## src/rtl/can_rx_frame_ctrl_if.sv

```systemverilog
// Bus between the CAN frame receive controller, its bit sampler and the frame consumer.
interface can_rx_frame_ctrl_if;
  logic        rx;
  logic        smp_en;
  logic        smp_bit;
  logic        smp_valid;
  logic [10:0] id;
  logic        rtr;
  logic [3:0]  dlc;
  logic [63:0] data;
  logic        frame_valid;
  logic        frame_err;

  modport master (
    input  rx, smp_bit, smp_valid,
    output smp_en, id, rtr, dlc, data, frame_valid, frame_err
  );

  modport slave (
    output rx, smp_bit, smp_valid,
    input  smp_en, id, rtr, dlc, data, frame_valid, frame_err
  );
endinterface

```

## src/rtl/can_rx_frame_ctrl.sv

```systemverilog
// CAN standard-frame receive controller: bus-idle detection, destuffing and field extraction.
// Optional macro CAN_RX_STUFF_CHECK_EN turns stuff-bit violations into frame errors.
module can_rx_frame_ctrl #(
  parameter int unsigned CLK_MHZ       = 100,
  parameter int unsigned BITRATE_KBITS = 1000
) (
  input logic               clk,
  input logic               rst_n,
  can_rx_frame_ctrl_if.master bus
);

  localparam int unsigned BT        = CLK_MHZ * 1000 / BITRATE_KBITS;
  localparam int unsigned IDLE_CLKS = 11 * BT;
  localparam int unsigned IDLE_W    = $clog2(IDLE_CLKS + 1);
  localparam int unsigned IDX_W     = 7;

  typedef enum logic [1:0] {IDLE_WAIT, IDLE, RECV, DONE} state_t;

  // Payload length in bits; remote frames carry none, DLC above 8 means 8 bytes.
  function automatic logic [IDX_W-1:0] payload_bits(input logic r, input logic [3:0] d);
    if (r)            return 7'd0;
    if (d >= 4'd8)    return 7'd64;
    return {d, 3'b000};
  endfunction

  state_t             state, state_n;
  logic [IDLE_W-1:0]  idle_cnt, idle_cnt_n;
  logic [2:0]         run_cnt, run_cnt_n;
  logic               run_val, run_val_n;
  logic [IDX_W-1:0]   bit_idx, bit_idx_n;
  logic               smp_en_q, smp_en_n;
  logic [10:0]        id_q, id_n;
  logic               rtr_q, rtr_n;
  logic [3:0]         dlc_q, dlc_n;
  logic [63:0]        data_q, data_n;
  logic               fv_q, fv_n;
  logic               fe_q, fe_n;
  logic               abort;
  logic               done;

  always_ff @(posedge clk or negedge rst_n) begin
    if (!rst_n) begin
      state    <= IDLE_WAIT;
      idle_cnt <= '0;
      run_cnt  <= '0;
      run_val  <= 1'b0;
      bit_idx  <= '0;
      smp_en_q <= 1'b0;
      id_q     <= '0;
      rtr_q    <= 1'b0;
      dlc_q    <= '0;
      data_q   <= '0;
      fv_q     <= 1'b0;
      fe_q     <= 1'b0;
    end else begin
      state    <= state_n;
      idle_cnt <= idle_cnt_n;
      run_cnt  <= run_cnt_n;
      run_val  <= run_val_n;
      bit_idx  <= bit_idx_n;
      smp_en_q <= smp_en_n;
      id_q     <= id_n;
      rtr_q    <= rtr_n;
      dlc_q    <= dlc_n;
      data_q   <= data_n;
      fv_q     <= fv_n;
      fe_q     <= fe_n;
    end
  end

  always_comb begin
    state_n    = state;
    idle_cnt_n = '0;
    run_cnt_n  = run_cnt;
    run_val_n  = run_val;
    bit_idx_n  = bit_idx;
    smp_en_n   = 1'b0;
    id_n       = id_q;
    rtr_n      = rtr_q;
    dlc_n      = dlc_q;
    data_n     = data_q;
    fv_n       = 1'b0;
    fe_n       = 1'b0;
    abort      = 1'b0;
    done       = 1'b0;

    case (state)
      IDLE_WAIT: begin
        if (bus.rx) begin
          if (idle_cnt == IDLE_W'(IDLE_CLKS - 1)) state_n = IDLE;
          else                                    idle_cnt_n = idle_cnt + 1'b1;
        end
      end

      IDLE: begin
        if (!bus.rx) begin
          state_n   = RECV;
          smp_en_n  = 1'b1;
          run_cnt_n = '0;
          bit_idx_n = '0;
          id_n      = '0;
          rtr_n     = 1'b0;
          dlc_n     = '0;
          data_n    = '0;
        end
      end

      RECV: begin
        smp_en_n = 1'b1;
        if (bus.smp_valid) begin
          if (bit_idx == 7'd0) begin
            if (bus.smp_bit) begin
              abort = 1'b1;
            end else begin
              run_cnt_n = 3'd1;
              run_val_n = 1'b0;
              bit_idx_n = 7'd1;
            end
          end else if (run_cnt == 3'd5) begin
            // Stuff bit: dropped, but it starts the next run.
`ifdef CAN_RX_STUFF_CHECK_EN
            if (bus.smp_bit == run_val) abort = 1'b1;
`endif
            run_cnt_n = 3'd1;
            run_val_n = bus.smp_bit;
          end else begin
            run_cnt_n = (bus.smp_bit == run_val) ? run_cnt + 3'd1 : 3'd1;
            run_val_n = bus.smp_bit;
            bit_idx_n = bit_idx + 7'd1;
            if (bit_idx <= 7'd11) begin
              id_n = {id_q[9:0], bus.smp_bit};
            end else if (bit_idx == 7'd12) begin
              rtr_n = bus.smp_bit;
            end else if (bit_idx == 7'd13) begin
              if (bus.smp_bit) abort = 1'b1;
            end else if (bit_idx >= 7'd15 && bit_idx <= 7'd18) begin
              dlc_n = {dlc_q[2:0], bus.smp_bit};
              if (bit_idx == 7'd18 && payload_bits(rtr_q, dlc_n) == 7'd0) done = 1'b1;
            end else if (bit_idx >= 7'd19) begin
              data_n[6'(7'd82 - bit_idx)] = bus.smp_bit;
              if (bit_idx == 7'd18 + payload_bits(rtr_q, dlc_q)) done = 1'b1;
            end
          end

          if (abort) begin
            state_n  = IDLE_WAIT;
            smp_en_n = 1'b0;
            fe_n     = 1'b1;
          end else if (done) begin
            state_n  = DONE;
            smp_en_n = 1'b0;
            fv_n     = 1'b1;
          end
        end
      end

      DONE: begin
        state_n = IDLE_WAIT;
      end

      default: begin
        state_n = IDLE_WAIT;
      end
    endcase
  end

  assign bus.smp_en      = smp_en_q;
  assign bus.id          = id_q;
  assign bus.rtr         = rtr_q;
  assign bus.dlc         = dlc_q;
  assign bus.data        = data_q;
  assign bus.frame_valid = fv_q;
  assign bus.frame_err   = fe_q;

endmodule

```

## src/flat_wrapper.sv

```systemverilog
// flat-port wrapper written by rule: the top's interface ports become plain ports
module can_rx_frame_ctrl_flat 
#(
  parameter int unsigned CLK_MHZ       = 100,
  parameter int unsigned BITRATE_KBITS = 1000
)
  (clk, rst_n, bus_rx, bus_smp_bit, bus_smp_valid, bus_smp_en, bus_id, bus_rtr, bus_dlc, bus_data, bus_frame_valid, bus_frame_err);
  can_rx_frame_ctrl_if bus_i ();
  input logic clk;
  input logic rst_n;
  input wire logic [$bits(bus_i.rx)-1:0] bus_rx;
  input wire logic [$bits(bus_i.smp_bit)-1:0] bus_smp_bit;
  input wire logic [$bits(bus_i.smp_valid)-1:0] bus_smp_valid;
  output wire logic [$bits(bus_i.smp_en)-1:0] bus_smp_en;
  output wire logic [$bits(bus_i.id)-1:0] bus_id;
  output wire logic [$bits(bus_i.rtr)-1:0] bus_rtr;
  output wire logic [$bits(bus_i.dlc)-1:0] bus_dlc;
  output wire logic [$bits(bus_i.data)-1:0] bus_data;
  output wire logic [$bits(bus_i.frame_valid)-1:0] bus_frame_valid;
  output wire logic [$bits(bus_i.frame_err)-1:0] bus_frame_err;
  assign bus_i.rx = bus_rx;
  assign bus_i.smp_bit = bus_smp_bit;
  assign bus_i.smp_valid = bus_smp_valid;
  assign bus_smp_en = bus_i.smp_en;
  assign bus_id = bus_i.id;
  assign bus_rtr = bus_i.rtr;
  assign bus_dlc = bus_i.dlc;
  assign bus_data = bus_i.data;
  assign bus_frame_valid = bus_i.frame_valid;
  assign bus_frame_err = bus_i.frame_err;
  can_rx_frame_ctrl #(.CLK_MHZ(CLK_MHZ), .BITRATE_KBITS(BITRATE_KBITS)) u_core (.clk(clk), .rst_n(rst_n), .bus(bus_i));
endmodule
```

## config.mk

```make
export PLATFORM = sky130hd
export DESIGN_NAME = can_rx_frame_ctrl_flat
export DESIGN_NICKNAME = d
export VERILOG_FILES = /design/src/rtl/can_rx_frame_ctrl_if.sv /design/src/rtl/can_rx_frame_ctrl.sv /design/src/flat_wrapper.sv
export SDC_FILE = /design/constraint.sdc
export NUM_CORES = 1
export LEC_CHECK = 0
export ABC_AREA = 1
export BUFFER_PORTS_ARGS = -buffer_cell sky130_fd_sc_hd__buf_2
export CORE_UTILIZATION = 58
export DETAILED_ROUTE_END_ITERATION = 16
export GPL_ROUTABILITY_DRIVEN = 0
export PLACE_DENSITY_LB_ADDON = 0.12
export SLEW_MARGIN = 20
export SYNTH_ARGS = -nofsm -noshare
export SYNTH_HDL_FRONTEND = slang
export SYNTH_SLANG_ARGS = --single-unit
export TNS_END_PERCENT = 50
```

## constraint.sdc

```tcl
create_clock -name clk -period 5.7 [get_ports clk]
set_input_delay 0.57 -clock clk [delete_from_list [all_inputs] [get_ports clk]]
set_output_delay 0.57 -clock clk [all_outputs]
set_load 0.01 [all_outputs]
```

Word-level counts from Yosys, hierarchy flattened
Index checks and enable logic that the tools add are counted.
{"block": "op_classes", "n_mux": 154, "addsub": 5, "n_eq_ne": 28, "reduce_logical": 15, "n_lt_le_gt_ge": 8}
{"op": "two-way mux 64 bit", "n": 9}
{"op": "two-way mux 7 bit", "n": 29}
{"op": "one-hot mux 64 bit (2 select lines)", "n": 1}
{"op": "two-way mux 11 bit", "n": 8}
{"op": "two-way mux 1 bit", "n": 78}
{"op": "bitwise mux 64 bit", "n": 1}
{"op": "two-way mux 4 bit", "n": 8}
{"op": "one-hot mux 11 bit (2 select lines)", "n": 1}
{"op": "inequality test 2 bit, second input constant", "n": 10}
{"op": "two-way mux 3 bit", "n": 6}
{"op": "== test 7 x 4 -> 1 bit, second input constant", "n": 2}
{"op": "zero test 7 bit", "n": 2}
{"op": "one-hot mux 7 bit (2 select lines)", "n": 1}
{"op": "two-way mux 2 bit", "n": 6}
{"op": "adder 11 x 1 -> 11 bit, second input constant", "n": 1}
{"op": "== test 11 bit, second input constant", "n": 1}
{"op": "inequality test 2 x 1 -> 1 bit, second input constant", "n": 5}
{"op": "AND reduction 10 bit", "n": 1}
{"op": "AND reduction 5 bit", "n": 2}
{"op": "AND reduction 9 bit", "n": 1}
{"op": ">= comparator 4 bit, second input constant", "n": 2}
{"op": "one-hot mux 2 bit (4 select lines)", "n": 1}
{"op": "one-hot mux 4 bit (2 select lines)", "n": 1}
{"op": "adder 5 x 7 -> 7 bit, first input constant", "n": 1}
{"op": "28 further kinds", "n": 32}
{"block": "word_totals", "word_cells": 222, "ff_bits": 107, "in_bits": 5}

Logic depth before layout (Yosys ltp)
Gate-level depths: netlist of run 1.
{"block": "depth", "depth_word": 47, "ltp_mapped": 18, "mapped_depth_nobuf": 18}

Worst setup path after synthesis of run 1
No wires, ideal clock.
{"block": "synth_timing", "kind": "reg-to-reg", "startpoint": "register u_core.bit_idx[0]", "endpoint": "register u_core.data_q[34], in the netlist u_core.bus.data[34]", "setup_slack_ps": 3632, "t_required_ps": 5580, "stages_incl_launch_ff": 11, "t_arrival_ps": 1947, "path_cell_list": "dfrtp_1 inv_1 ha_1 inv_1 nand2_1 nor2_1 nand4_1 nand2_1 inv_1 o21ai_1 nand2_1"}
{"block": "synth_via", "elab_chain_cells": 15, "word_cells_on_any_way": 31, "classes_between": "1 x add/sub; 6 x order compare; 8 x eq/ne; 12 x mux; 4 x reduce/logical"}
{"item": "start, declared", "line": "can_rx_frame_ctrl.sv:30", "rtl": "logic [IDX_W-1:0] bit_idx, bit_idx_n;"}
{"item": "start signal, assigned", "line": "can_rx_frame_ctrl.sv:60", "rtl": "bit_idx <= bit_idx_n;"}
{"item": "subtractor 5 x 6 -> 6 bit", "line": "can_rx_frame_ctrl.sv:140", "rtl": "data_n[6'(7'd82 - bit_idx)] = bus.smp_bit;"}
{"item": "< comparator 6 x 7 -> 1 bit (not written as such) or >= comparator 6 x 1 -> 1 bit (tied branches)", "line": "can_rx_frame_ctrl.sv:140"}
{"item": "logical AND 1 bit (not written as such)", "line": "can_rx_frame_ctrl.sv:140"}
{"item": "two-way mux 1 bit (not written as such)", "line": "can_rx_frame_ctrl.sv:140"}
{"item": "demux 1 bit (select 6 bit)"}
{"item": "bitwise mux 64 bit", "line": "can_rx_frame_ctrl.sv:140"}
{"item": "two-way mux 64 bit", "line": "can_rx_frame_ctrl.sv:139", "rtl": "end else if (bit_idx >= 7'd19) begin"}
{"item": "two-way mux 64 bit", "line": "can_rx_frame_ctrl.sv:136", "rtl": "end else if (bit_idx >= 7'd15 && bit_idx <= 7'd18) begin"}
{"item": "two-way mux 64 bit", "line": "can_rx_frame_ctrl.sv:134", "rtl": "end else if (bit_idx == 7'd13) begin"}
{"item": "two-way mux 64 bit", "line": "can_rx_frame_ctrl.sv:132", "rtl": "end else if (bit_idx == 7'd12) begin"}
{"item": "two-way mux 64 bit", "line": "can_rx_frame_ctrl.sv:130", "rtl": "if (bit_idx <= 7'd11) begin"}
{"item": "two-way mux 64 bit", "line": "can_rx_frame_ctrl.sv:119", "rtl": "end else if (run_cnt == 3'd5) begin"}
{"item": "two-way mux 64 bit", "line": "can_rx_frame_ctrl.sv:111", "rtl": "if (bit_idx == 7'd0) begin"}
{"item": "two-way mux 64 bit", "line": "can_rx_frame_ctrl.sv:110", "rtl": "if (bus.smp_valid) begin"}
{"item": "one-hot mux 64 bit (2 select lines)", "line": "can_rx_frame_ctrl.sv:87", "rtl": "case (state)"}
{"item": "end signal, assigned", "line": "can_rx_frame_ctrl.sv:65", "rtl": "data_q <= data_n;"}
{"item": "end, declared", "line": "can_rx_frame_ctrl.sv:35", "rtl": "logic [63:0] data_q, data_n;"}
Several ways; a longest one is shown, not always the timed one. The select of a mux whose other input is x is not followed.
A chain may end at the register's enable or synchronous reset.

Worst setup path after layout of run 1
{"block": "layout_timing", "startpoint": "register u_core.bit_idx[0]", "endpoint": "register u_core.data_q[42], in the netlist u_core.bus.data[42]"}
Same word-level chain as after synthesis.

==> results of run 1 <==
-- metal layers --
metal,vias to the layer above,track usage [%],share of wire [%]
met5,-,0,0
met4,0,9.785,1.7
met3,23,3.692,6.0
met2,171,45.51,47
met1,2660,36.44,46
li1,2995,-,-
-- worst paths after layout --
check / from / end / slack, ps
setup / recovery: u_core.bit_idx[0] / u_core.bus.data[42] / 2230
hold / removal: rst_n / u_core.bus.data[12] / 200
setup reg to reg: u_core.bit_idx[0] / u_core.bus.data[42] / 2230
hold reg to reg: u_core.idle_cnt[0] / u_core.idle_cnt[0] / 480
max in group asynchronous: rst_n / u_core.bus.dlc[0] / 4300
min in group clk: bus_smp_valid / u_core.bus.frame_valid / 450
-- registers in the layout (all words and copies together) (netlist names) --
register,flops
u_core.bus.frame_err,1
u_core.bus.id,11
u_core.bus.smp_en,1
u_core.state,2
u_core.run_val,1
u_core.bit_idx,7
u_core.bus.data,64
u_core.run_cnt,3
u_core.bus.frame_valid,1
u_core.idle_cnt,11
u_core.bus.dlc,4
u_core.bus.rtr,1
-- power by group --
part | switching [mW] | internal, mW | total [mW] | leakage [nW]
registers | 0.00150 | 0.760 | 0.762 | 1.43
clock network | 0.285 | 0.177 | 0.462 | 0.0909
logic | 0.0196 | 0.00406 | 0.0236 | 3.22
-- layout make-up --
cell class                      count  share of cell area (%)
Clock inverter                      5                  0.6044
Timing Repair Buffer               90                   6.542
Multi-Input combinational cell    587                   40.28
Tap cell                          140                   2.489
Sequential cell                   107                   38.04
Clock buffer                       11                   2.009
Inverter                          188                   10.03
-- cells in the mapped netlist (2+ instances only) --
library cell and number:
buf_2 19, nor3b_1 3, nand4_1 65, o21ai_1 64
nor2_2 3, o21ai_0 23, nor3_1 6, nor2_4 2
inv_1 183, buf_6 7, a31oi_1 3, o31ai_1 2
buf_1 8, nand2_2 4, xnor2_1 2, xor2_1 2
a21oi_1 20, ha_1 11, buf_4 7, nor2_1 43
nand3_1 31, inv_2 5, nor3_2 4, clkbuf_1 6
o211ai_1 2, dfrtp_1 107, nand2_1 288
-- layout by cell type (no fill, tap or decap), types with 3 or more instances in the layout --
cell type  count
nand2_1      287
inv_1        183
dfrtp_1      107
buf_2         86
nand4_1       65
o21ai_1       64
nor2_1        43
nand3_1       31
o21ai_0       23
a21oi_1       20
ha_1          10
clkbuf_8      10
nor3_1         6
nand2_2        5
inv_2          5
nor3_2         4
buf_4          4
nor2_2         3
a31oi_1        3
nor3b_1        3
inv_6          3
-- kinds of logic after synthesis --
group	synth area share, %
simple gates	31.26
flops	41.37
buf+inv	15.21
fa+ha+maj	2.126
compound gates	9.492
xor+xnor	0.5414
-- stage by stage --
step,hold slack [ps],worst slack (ps),util (%),total power [mW]
floorplan,274.4,3632,-,0.7820
global placement,450.9,2350,63.13,0.8012
detailed placement,459.4,2271,63.13,0.8015
CTS,232.4,2228,64.83,1.249
global route,259.7,1901,64.92,1.284
finish,199.8,2230,64.92,1.247
==> flow_summary_export.csv, run 1 <==
group,metric,value,unit
status,status,"finished clean",
timing,rsz0062_at_grt,"no",
floorplanning,row_count,38,
grt,grt_pass1_wl,25.37,mm
synthesis,async_flop_share,100.0,%
synthesis,ys_types,36,
placed_design,numPlacedInstances,1112,
route,wl_per_cell,13.27,um
final_layout,fill_cells,1027,
clocking,clkTransAtPathRegs,120,ps
clocking,clock_path_buffers,2,
clocking,cts-root-buf,"clkbuf_8",
timing,relSlewSlack,28.37,%
clocking,post_cts_buffers,0,
final_layout,ff_latch_area,2678,um2
final_layout,multi_input_area,2835,um2
timing,fin_setup_tns,0,ps
clocking,htreeDepth,3,
placed_design,dp.final_hpwl,9.627,mm
clocking,cts_resized,0,
worst_hold_path,hold_class,"in -> async",
timing,tightest_slew,1072,ps
floorplanning,io-pin-count,88,
critical_path,arrival,3780,ps
floorplanning,die_y,107.6,um
synthesis,ys.warnings.count,0,
final_layout,antennaDiodeCount,0,
critical_path,cpLargestDelayFamily,"simple AND/OR/NAND/NOR gates",
synthesis,synth_top_area_share,41.37,%
timing,fin_crit_sh,60.88,%
grt,overflow,0,
grt,grt_max_degree,69,
power_and_ir_drop,p_per_area,177.2,nW/um2
critical_path,path_class,"reg -> reg",
route,vias,5849,
route,vias_per_cell,5.185,
final_layout,drive_above_1_share,13.16,%
timing,min_period,3470,ps
synthesis,synth.largest_area_cell,"dfrtp_1",
floorplanning,dieArea,11590,um2
route,drc,0,
synthesis,synth_edf_count,0,
timing,skew,22.51,ps
placed_design,place_area,6844,um2
final_layout,fin_area,7038,um2
clocking,cts_buffers,9,
grt,antenna_found_initial,0,
timing,fmax,288.2,MHz
critical_path,cpMostUsedCell,"nand2_1",
floorplanning,start_util,59.71,%
critical_path,slowest_stage,"nor2_8",
synthesis,seq_area_frac_synth,41.37,%
synthesis,synth-seq-cells,107,
route,dr.pass1.iters,5,
synthesis,syn_area,6472,um2
synthesis,yosys-top-cells-area,"dfrtp_1, nand2_1, inv_1, nand4_1, o21ai_1",
timing,finalHoldViolCount,0,
clocking,cts_tree,"done",
critical_path,path_buf_inv,2,
critical_path,path_depth,13,
route,finalWirelength,14.97,mm
final_layout,nNetsFinal,999,
synthesis,synth_flop_cell,"dfrtp_1",
run,cap_violations,0,
critical_path,cp_cell_sequence,"inv_1 > ha_1 > inv_1 > nor2_1 > nand3_1 > nand2_1 > nand2_1 > o21ai_0 > nand2_1 > nand3b_4 > nor2_8 > nand2_1 > nand2_1",
synthesis,syn_inst,929,
clocking,insertion_delay,390,ps
clocking,hold_buffers,0,
final_layout,area.growth.synth_to_final,8.738,%
critical_path,reg2reg_depth,13,
grt,grt_pass1_vias,5474,
timing,setup_viol,0,
final_layout,fin_cells,1128,
critical_path,cp-end-kind,"register",
clocking,clock-sinks,107,
floorplanning,die_w,107.6,um
route,ant_nets,0,
synthesis,syn_avg_cell_area,6.967,um2
floorplanning,core,10840,um2
power_and_ir_drop,vdd_drop_max,0.1033,mV
placed_design,port_buffers,87,
timing,slew_viol_final,0,
route,drt_iter0_drc,386,
synthesis,postSynthNetCount,945,
grt,grt_usage,27.35,%
critical_path,cp_slowest_stage_delay,970,ps
critical_path,crit_fanout,65,
critical_path,cp.required,6010,ps
power_and_ir_drop,leakage,4.736,nW
critical_path,cp-start-kind,"register",
No activity file was read; power rests on OpenSTA's default activity.
==> run 2: changes to the inputs <==
--- a/config.mk
+++ b/config.mk
@@ -5,9 +5,9 @@
 export SDC_FILE = /design/constraint.sdc
 export NUM_CORES = 1
 export LEC_CHECK = 0
-export ABC_AREA = 1
+export ABC_AREA = 0
 export BUFFER_PORTS_ARGS = -buffer_cell sky130_fd_sc_hd__buf_2
-export CORE_UTILIZATION = 58
+export CORE_UTILIZATION = 52
 export DETAILED_ROUTE_END_ITERATION = 16
 export GPL_ROUTABILITY_DRIVEN = 0
 export PLACE_DENSITY_LB_ADDON = 0.12
==> constraint.sdc (replaced) <==
create_clock -name clk -period 3.15 [get_ports clk]
set_input_delay 0.315 -clock clk [delete_from_list [all_inputs] [get_ports clk]]
set_output_delay 0.315 -clock clk [all_outputs]
set_load 0.01 [all_outputs]
==> run 2 against run 1 <==
Effect of this change: setup slack worse by 2000 ps; largest power group unchanged; critical endpoint is now u_core.bus.data[20]; cell count fell by 26%; global-route usage up 0.51 points; core utilization decreased by 3.4 points; final area decreased by 8.5%; highest routed layer unchanged; the run now ends with hold timing left; sequential share of layout area grew 3.5 points; via count decreased by 13%; critical path type unchanged; synthesized cell count down 33%.
==> flow_summary_export.csv, run 2 <==
group,metric,value,unit
synthesis,ys.warnings.count,0,
critical_path,crit_fanout,18,
final_layout,area.growth.synth_to_final,13.20,%
timing,relSlewSlack,55.59,%
timing,skew,12.21,ps
floorplanning,row_count,37,
final_layout,drive_above_1_share,18.54,%
floorplanning,core,10460,um2
route,ant_nets,0,
grt,antenna_found_initial,0,
route,vias_per_cell,6.050,
synthesis,synth_most_common_cell,"o21ai_0",
synthesis,syn_inst,627,
final_layout,fin_cells,837,
synthesis,async_flop_share,100.0,%
route,drc,0,
floorplanning,die_w,106.6,um
route,drt_iter0_drc,483,
clocking,clkTransAtPathRegs,100,ps
synthesis,synth.largest_area_cell,"dfrtp_1",
clocking,cts_buffers,9,
floorplanning,io-pin-count,88,
power_and_ir_drop,vdd_drop_max,0.3331,mV
clocking,post_cts_buffers,0,
final_layout,largest_reg_flops,64,
synthesis,syn_avg_cell_area,9.072,um2
timing,min_period,2871,ps
grt,grt_pass1_vias,4744,
final_layout,nNetsFinal,712,
clocking,clock_path_buffers,2,
route,wl_per_cell,18.07,um
grt,grt_usage,27.86,%
final_layout,final_common_cell,"o21ai_0",
grt,met2_usage,42.53,%
grt,use_met3,5.836,%
clocking,cts_tree,"done",
critical_path,path_class,"reg -> reg",
timing,fmax,348.3,MHz
final_layout,ff_latch_area,2678,um2
synthesis,synth-seq-cells,107,
critical_path,r2r_end,"u_core.bus.data[20]",
timing,finalHoldViolCount,11,
grt,grt_max_degree,108,
timing,setup_viol,0,
clocking,insertion_delay,390,ps
timing,tightest_slew,666.2,ps
floorplanning,start_util,54.36,%
critical_path,cp.required,3410,ps
run,cap_violations,0,
synthesis,yosys-top-cells-area,"dfrtp_1, o21ai_0, nand2_1, a21oi_1, ha_1",
status,failed_checks,"hold timing",
clocking,cts-root-buf,"clkbuf_8",
placed_design,dp_slack,266.8,ps
synthesis,postSynthNetCount,643,
placed_design,place_area,6232,um2
power_and_ir_drop,leakage,3.044,nW
critical_path,cp-start-kind,"register",
worst_hold_path,hold_class,"in -> async",
route,finalWirelength,15.12,mm
power_and_ir_drop,power,2.310,mW
synthesis,synth_top_area_share,47.07,%
grt,top_usage_layer,"met2",
final_layout,antennaDiodeCount,0,
critical_path,arrival,3130,ps
synthesis,syn_area,5688,um2
placed_design,dp.final_hpwl,10.23,mm
placed_design,numPlacedInstances,821,
synthesis,synth_flop_cell,"dfrtp_1",
final_layout,mostFrequentLayoutCells,"o21ai_0, dfrtp_1, buf_2, nand2_1, a21oi_1",
timing,whs,-18.64,ps
final_layout,fill_cells,936,
synthesis,synthTopCellsByCount,"o21ai_0, dfrtp_1, nand2_1, a21oi_1, clkbuf_1",
critical_path,startpoint,"u_core.bit_idx[0]",
synthesis,seq_area_frac_synth,47.07,%
grt,grt_pass1_wl,24.62,mm
synthesis,synth_edf_count,0,
power_and_ir_drop,p_per_area,358.8,nW/um2
timing,rsz0062_at_grt,"no",
route,dr.pass1.iters,5,
final_layout,multi_input_area,2735,um2
grt,grtUsageMet1,39.63,%
timing,final.setup.worst_slack,278.6,ps
grt,overflow,0,
floorplanning,dieArea,11360,um2
synthesis,ys_types,64,
critical_path,reg2reg_depth,7,
timing,fin_setup_tns,0,ps
timing,fin_crit_sh,91.16,%
timing,slew_viol_final,0,
status,status,"finished with violations",
clocking,htreeDepth,3,
critical_path,reg2reg_slack,280,ps
critical_path,cp-end-kind,"register",
critical_path,r2r_start,"u_core.bit_idx[0]",
route,vias,5064,
clocking,clock-sinks,107,
placed_design,port_buffers,87,
final_layout,fin_area,6439,um2
floorplanning,die_y,106.6,um
-- run 2: cell count changes after synthesis, moves of 11 or more --
cell      previous run  this run
inv_1              183        21
nand4_1             65         3
a21oi_1             20        44
mux2i_1              0        11
nand2_1            288        63
o211ai_1             2        18
o21ai_1             64         2
o21ai_0             23       119
nor2_1              43        27
buf_2               19         1
clkbuf_1             6        35
-- run 2: how the worst max path moves through the flow --
| stage | endpoint | slack [ps] |
|---|---|---|
| 2_1_floorplan | u_core.bit_idx[6] | 600 |
| 3_3_place_gp | u_core.bus.data[37] | 390 |
| 3_5_place_dp | u_core.bus.data[37] | 270 |
| 4_1_cts | u_core.bus.data[37] | 230 |
| 5_1_grt | u_core.bit_idx[6] | 20 |
| 6_report | u_core.bus.data[20] | 280 |
-- run 2: through the flow --
step	utilization [%]	hold WS (ps)
2_1_floorplan	-	19.41
3_3_place_gp	59.57	425.5
3_5_place_dp	59.57	434.5
4_1_cts	61.50	5.530
5_1_grt	61.54	15.00
6_report	61.54	-18.64
-- run 2: kinds of logic after synthesis --
kind of cell               share of synthesized area [%]
muxes                                              2.134
and+or+nand+nor                                    14.76
DFF                                                47.07
adders and majority gates                          2.420
AOI/OAI and AO/OA                                  26.24
buffers and inverters                              4.905
xor gates and xnor gates                           2.464
-- run 2: layout make-up --
cell class | count | area share (%)
timing repair buffer | 103 | 8.861
inverter | 22 | 1.283
sequential | 107 | 41.59
multi-input combinational | 453 | 42.48
clock buffer | 11 | 2.196
clock inverter | 5 | 0.9522
tap | 136 | 2.643
-- run 2: power breakdown --
part | total, mW | switching [mW] | internal, mW
Sequential | 1.38 | 0.00431 | 1.38
Clock | 0.885 | 0.491 | 0.394
Combinational | 0.0451 | 0.0361 | 0.00903
Total | 2.31 | 0.531 | 1.78
-- run 2: layer usage --
layer  wire (um)  up-vias
met1        6869     2472
met5           0        -
met3         935       25
met4         290        0
li1            -     2395
met2        7029      172
-- run 2: worst max-delay path: stages, from the launching register on --
cell and delay (ps):
dfrtp_1 690, inv_1 220, ha_1 310, o211a_1 230, o21ai_0 430, nand4_1 450, o211ai_1 300, o21ai_0 110
-- run 2: what timing repair did --
item	CTS	global route
setup endpoints to repair	0	5
resized for setup	0	2
hold buffers	0	0
==> run 3: changes to the inputs <==
--- a/config.mk
+++ b/config.mk
@@ -7,7 +7,9 @@
 export LEC_CHECK = 0
 export ABC_AREA = 0
 export BUFFER_PORTS_ARGS = -buffer_cell sky130_fd_sc_hd__buf_2
+export CORE_ASPECT_RATIO = 1.1
 export CORE_UTILIZATION = 52
+export CTS_CLUSTER_SIZE = 12
 export DETAILED_ROUTE_END_ITERATION = 16
 export GPL_ROUTABILITY_DRIVEN = 0
 export PLACE_DENSITY_LB_ADDON = 0.12
==> run 3 against run 2 <==
Effect of this change: the run now ends clean; wire length barely moved; register-to-register slack got worse by 120 ps; fmax fell by 4.0%; critical path depth did not move; sequential share of layout area fell by 0.30 points; die area barely moved; critical path type unchanged; critical endpoint is now u_core.bus.data[17]; largest power group unchanged.
==> flow_summary_export.csv, run 3 (synthesis results as in run 2) <==
group,metric,value,unit
final_layout,fill_cells,936,
grt,met2_usage,44.37,%
power_and_ir_drop,p_per_area,378.6,nW/um2
route,drt_iter0_drc,447,
route,ant_nets,0,
grt,overflow,0,
floorplanning,row_count,39,
timing,rsz0062_at_grt,"yes",
timing,relSlewSlack,52.76,%
clocking,clock-sinks,107,
final_layout,final_common_cell,"o21ai_0",
floorplanning,dieArea,11360,um2
clocking,htreeDepth,3,
route,vias_per_cell,6.115,
final_layout,nNetsFinal,710,
route,finalWirelength,15.13,mm
clocking,cts-root-buf,"clkbuf_16",
final_layout,largest_reg_flops,64,
timing,finalHoldViolCount,0,
floorplanning,die_y,111.7,um
clocking,insertion_delay,360,ps
power_and_ir_drop,power,2.455,mW
critical_path,arrival,3190,ps
timing,final.setup.worst_slack,159.0,ps
power_and_ir_drop,seq_power_share,56.2,%
final_layout,area.growth.synth_to_final,14.01,%
placed_design,dp_slack,261.4,ps
final_layout,drive_above_1_share,18.08,%
grt,antenna_found_initial,0,
run,cap_violations,0,
timing,slew_viol_final,0,
clocking,cts_buffers,9,
clocking,clkTransAtPathRegs,70,ps
power_and_ir_drop,power.share.clock,41.9,%
power_and_ir_drop,switching_share,22.16,%
status,status,"finished clean",
timing,min_period,2991,ps
placed_design,port_buffers,87,
power_and_ir_drop,vdd_drop_max,0.2819,mV
critical_path,cp-end-kind,"register",
critical_path,r2r_start,"u_core.bit_idx[0]",
power_and_ir_drop,leakage,3.064,nW
route,drc,0,
clocking,clock_path_buffers,2,
critical_path,crit_fanout,18,
power_and_ir_drop,p_comb_share,1.8,%
route,vias,5137,
power_and_ir_drop,internal-power,1.911,mW
final_layout,antennaDiodeCount,0,
power_and_ir_drop,p_sw,0.5442,mW
floorplanning,start_util,54.22,%
final_layout,mostFrequentLayoutCells,"o21ai_0, dfrtp_1, buf_2, nand2_1, a21oi_1",
grt,grt_max_degree,55,
route,wl_per_cell,18.01,um
critical_path,startpoint,"u_core.bit_idx[0]",
timing,tightest_slew,703.2,ps
floorplanning,core,10490,um2
final_layout,final_util,61.81,%
final_layout,fin_cells,840,
critical_path,cp.required,3350,ps
placed_design,dp.final_hpwl,10.27,mm
timing,setup_viol,0,
grt,grtUsageMet1,40.10,%
worst_hold_path,hold_class,"in -> async",
timing,fin_crit_sh,94.95,%
clocking,cts_tree,"done",
grt,grt_pass1_wl,25.20,mm
grt,top_usage_layer,"met2",
placed_design,numPlacedInstances,826,
critical_path,path_class,"reg -> reg",
route,dr.pass1.iters,4,
grt,use_met3,4.520,%
floorplanning,die_w,101.7,um
timing,skew,5.292,ps
grt,grt_pass1_vias,4884,
grt,grt_usage,28.79,%
critical_path,cp-start-kind,"register",
floorplanning,io-pin-count,88,
timing,fmax,334.3,MHz
## run 3: changes by cell type in the layout (fill, tap and decap cells not counted)
cell       previous run  this run
clkbuf_16             0         9
ha_1                 10        11
inv_6                 1         0
clkbuf_8             10         0
ha_2                  1         0
buf_4                16        14
bufinv_16             1         0
clkbuf_1              1         0
clkinv_2              1         3
## run 3: final cells by class
| cell class | instances | area (um2) | share of cell area, % |
|---|---|---|---|
| multi-input combinational | 453 | 2733 | 42.14 |
| sequential | 107 | 2678 | 41.29 |
| timing repair buffer | 101 | 555.5 | 8.566 |
| clock buffer | 9 | 225.2 | 3.473 |
| tap | 143 | 178.9 | 2.759 |
| inverter | 22 | 82.58 | 1.273 |
| clock inverter | 5 | 32.53 | 0.5016 |
## run 3: worst max-delay path: stages, from the launching register on
cell and delay [ps]:
dfrtp_1 680, inv_1 220, ha_1 300, o211a_1 230, o21ai_0 470, nand4_1 480
o211ai_1 300, o21ai_0 140
## run 3: path summary, 6_finish.rpt
check | cells past startpoint | slack, ps | endpoint
max | 7 | 160 | u_core.bus.data[17]
min | 1 | 7 | u_core.idle_cnt[2]
max reg2reg | 7 | 160 | u_core.bus.data[17]
min reg2reg | 1 | 500 | u_core.bus.data[10]
max in group asynchronous | 2 | 2410 | u_core.bus.data[19]
min in group clk | 3 | 300 | u_core.bus.frame_err
## run 3: layer usage
metal | vias to the layer above | wire (um)
met3 | 34 | 890
met4 | 0 | 418
met5 | - | 0
li1 | 2397 | -
met1 | 2521 | 6706
met2 | 185 | 7114
## run 3: power by group through the flow
stage          combinational [mW]  sequential [mW]  clock (mW)
2_1_floorplan              0.0108             1.41           0
3_3_place_gp               0.0466             1.41           0
3_5_place_dp               0.0476             1.41           0
4_1_cts                    0.0475             1.38        1.06
5_1_grt                    0.0530             1.38        1.10
6_report                   0.0452             1.38        1.03
## run 3: through the flow
step / setup TNS [ps] / instance area [um2] / hold WS [ps]
3_5_place_dp: 0 / 6226 / 424.3
6_report: 0 / 6485 / 7.423
2_1_floorplan: 0 / 5688 / 19.41
4_1_cts: 0 / 6484 / 42.44
5_1_grt: -108.8 / 6485 / 68.51
3_3_place_gp: 0 / 6226 / 413.1
## run 3: timing repair
| item | 4_1_cts | 5_1_grt |
|---|---|---|
| hold endpoints to repair | 0 | 0 |
| hold buffers | 0 | 0 |
| buffers inserted | 0 | 0 |
| endpoints found under the setup margin | 0 | 4 |
| resized for setup | 0 | 1 |
